$ cat src/rtl/prbs_pkg.sv
// Shared definitions for the PRBS-26 self-synchronising checker:
// default length, recurrence tap positions and the lock-state encoding.
package prbs_pkg;

   localparam int PRBS_N = 26;

   // h[k] is the valid bit received k+1 valid bits earlier
   localparam int TAP_A = 19;
   localparam int TAP_B = 23;
   localparam int TAP_C = 24;
   localparam int TAP_D = 25;

   typedef enum logic [1:0] {
      SEARCH = 2'd0,
      TRAIN  = 2'd1,
      LOCKED = 2'd2
   } prbs_state_e;

endpackage

$ cat src/rtl/prbs_predictor.sv
// History shift register of received valid bits; produces the predicted
// next bit of x^26+x^6+x^2+x+1 and an all-zero history flag.
module prbs_predictor
   import prbs_pkg::*;
#(
   parameter int N = PRBS_N
)
(
   input  logic clk,
   input  logic r,
   input  logic shift_en,
   input  logic din,
   output logic predicted,
   output logic hist_zero
);

   logic [N-1:0] hist_q;
   logic [N-1:0] hist_d;

   // Newest bit enters at index 0 so hist_q[k] is h[k]
   always_comb begin
      hist_d = hist_q;
      if (shift_en) begin
         hist_d = {hist_q[N-2:0], din};
      end else begin
         hist_d = hist_q;
      end
   end

   // History register
   always_ff @(posedge clk) begin
      if (r) begin
         hist_q <= {N{1'b0}};
      end else begin
         hist_q <= hist_d;
      end
   end

   assign predicted = hist_q[TAP_A] ^ hist_q[TAP_B] ^ hist_q[TAP_C] ^ hist_q[TAP_D];
   assign hist_zero = (hist_q == {N{1'b0}});

endmodule

$ cat config.mk
export PLATFORM = sky130hd
export DESIGN_NAME = prbs_predictor
export DESIGN_NICKNAME = d
export VERILOG_FILES = /design/src/rtl/prbs_pkg.sv /design/src/rtl/prbs_predictor.sv
export SDC_FILE = /design/constraint.sdc
export NUM_CORES = 1
export LEC_CHECK = 0
export CAP_MARGIN = 20
export CORE_ASPECT_RATIO = 1.1
export CORE_MARGIN = 1.5
export CORE_UTILIZATION = 60
export DETAILED_ROUTE_END_ITERATION = 10
export GPL_ROUTABILITY_DRIVEN = 0
export PLACE_DENSITY = 0.8
export SYNTH_ARGS = -nofsm -noshare
export SYNTH_HDL_FRONTEND = slang
export SYNTH_SLANG_ARGS = --single-unit
$ cat constraint.sdc
create_clock -name clk -period 1.85 [get_ports clk]
set_clock_uncertainty 0.05 [all_clocks]
set_input_delay 0.37 -clock clk [delete_from_list [all_inputs] [get_ports clk]]
set_output_delay 0.37 -clock clk [all_outputs]
set_load 0.01 [all_outputs]
==> out/qor.txt <==
Worst Hold Slack: 0.487 ns
Post-detail-place hpwl: 943 um
Critical path required time: 1.43 ns
Mapped Cells: 97
Post-synth top area cell: dfxtp_1
Initial antenna violation count: 0
Final hold violations: 0
Global-route wire length before repair: 2440 um
Regs by FF count: hist_q x26
Width of the die: 42.4 um
GRT Total Usage: 0.170
Diode count: 0
Residual overflow from global routing: 0
Layout area overhead: 11.7%
Slew margin rel.: 0.826
Final std cells w/o fill: 120
# rows: 15
DIE AREA: 0.00197 mm^2
H-Tree Depth: 1
Final period util: 0.957
Clk_lat worst skew: 0.31 ns
Comb pwr share: 0.067
Wire length per cell: 13.4 um
Number of global-route vias before repair: 594
Root Buffer: clkbuf_4
Synth cell types: 12
Setup CP Type: register to output port
Arr. time, crit path: 1.35 ns
CP max-delay cell: dfxtp_4
Critical-path cell list: nor4_4 > nand4_1 > nor2_1 > buf_2
Final slew viol count: 0
Max-cap violations: 0
Ys Warns: 0
Hold path depth: 2
Clock Power Share: 0.265
CTS clock-pin slew for the worst setup and hold paths: 0.12 ns
Unrepaired setup endpoints after global routing: no
Clock sink count: 26
CP max stage delay: 0.38 ns
Port Buffer Count: 5
Post-route minimum period: 1.77 ns
Placed insts: 116
FILL cells: 134
Most common cell after layout, fill and taps aside: nor2_1
Layout cells sized above 1: 0.165
TritonCTS Buffers: 3
Maximum VDD drop: 0.551 mV
IO Pins: 6
Routed WL: 1610 um
Crit path capture type: output port
Routed vias/inst: 5.52
Vias: 662
Largest Register: hist_q
Crit path launch type: register
Number of flip-flops in the largest register: 26
Mapped Avg Cell Area: 10.6 um^2
Fmax: 565 MHz
Largest net degree at the start of global routing: 27
Net Switching: 180 uW
Initial Util: 0.651
Antenna-violating nets left: 0
Run status: finished, final reports clean
Initial DRC Count: 8
Router iterations before antenna repair: 4
Post-synthesis register bit count: 26
Slew @ Worst Pin: 0.258 ns
Area of the mapped netlist: 0.00103 mm^2
Sequential-to-total area share from yosys stat: 0.507
Final setup violation count: 0
CTS max path bufs: 2
CTS tree: yes
Commonest cells after routing, fill and taps aside: nor2_1 (28), mux2i_1 (26), dfxtp_1 (22)
# DRC: 0
Switching share of power: 0.213
Fin nets: 109
Hold crit path type: register to register
Seq pwr share: 0.668
Syn_nets: 101
Reg2Reg Depth: 3
Die height: 46.4 um
Core area: 0.00158 mm^2
Int Pwr: 665 uW
Leakage power: 0.000518 uW
Power Density: 737 mW/mm^2
Crit-path max FO: 4
Share of the synthesized area in the top cell type: 0.507
Area contributors post-synth: dfxtp_1 (51%), mux2i_1 (25%), nor2_1 (10%)
[final timing paths]
path | start | to | slack, ns
min | hist_q[16] | hist_q[16] | 0.49
max | hist_q[19] | hist_zero | 0.08
min reg2reg | hist_q[16] | hist_q[16] | 0.49
max reg2reg | hist_q[25] | hist_q[25] | 0.98
[cell usage after synthesis, drive strengths merged]
library cell  number
clkbuf             1
buf                5
dfxtp             26
xnor2              2
nand3              1
nor2              28
nand4              1
xor2               1
nor4               6
mux2i             26
[layer usage]
metal	global-route usage	share of wire
met1	0.215	0.44
met2	0.274	0.49
met4	0.113	0.037
met3	0.0235	0.034
met5	0	0
[logic make-up after synthesis]
kind of cell              after synthesis  share of synthesized area
xor gates and xnor gates                3                     0.0256
buffers and inverters                   6                     0.0634
DFF                                    26                      0.507
muxes                                  26                      0.254
and+or+nand+nor                        36                      0.150
[stage by stage]
| step | setup TNS, ns | utilization | setup slack, ns | instance area (um^2) | power [uW] |
|---|---|---|---|---|---|
| after floorplan | 0 | - | 0.567 | 1030 | 625 |
| after global placement | 0 | 0.677 | 0.00631 | 1070 | 634 |
| after detailed placement | 0 | 0.677 | 0.00922 | 1070 | 634 |
| after CTS | -0.0254 | 0.699 | -0.0254 | 1100 | 855 |
| after global routing | 0 | 0.727 | 0.0187 | 1150 | 870 |
| final | 0 | 0.727 | 0.0800 | 1150 | 845 |
[critical path: cells and delay by family, from the launching register on]
| family | cells | cell delay, ns |
|---|---|---|
| AND/OR/NAND/NOR | 3 | 0.53 |
| buffers and inverters | 1 | 0.14 |
| flip-flops | 1 | 0.38 |
[area by class of cell]
class                           count  area, um^2  area share
Clock buffer                        3        22.5      0.0197
Multi-Input combinational cell     65         492       0.429
Sequential cell                    26         528       0.461
Tap cell                           17        21.3      0.0186
Timing Repair Buffer                9        82.6      0.0721
[repair_timing]
action / in CTS / in global routing
hold buffers: 0 / 0
endpoints found under the setup margin: 2 / 2
pin swaps: 0 / 5
buffers inserted: 0 / 1
resized for setup: 6 / 13
[power groups by stage]
stage | logic (uW) | registers, uW | clock network, uW
after floorplan | 48.9 | 576 | 0
after global placement | 57.3 | 577 | 0
after detailed placement | 57.4 | 577 | 0
after CTS | 58.1 | 565 | 232
after global routing | 60.0 | 565 | 246
final | 56.7 | 564 | 224
Note: power is estimated with default switching activity, not from simulation.
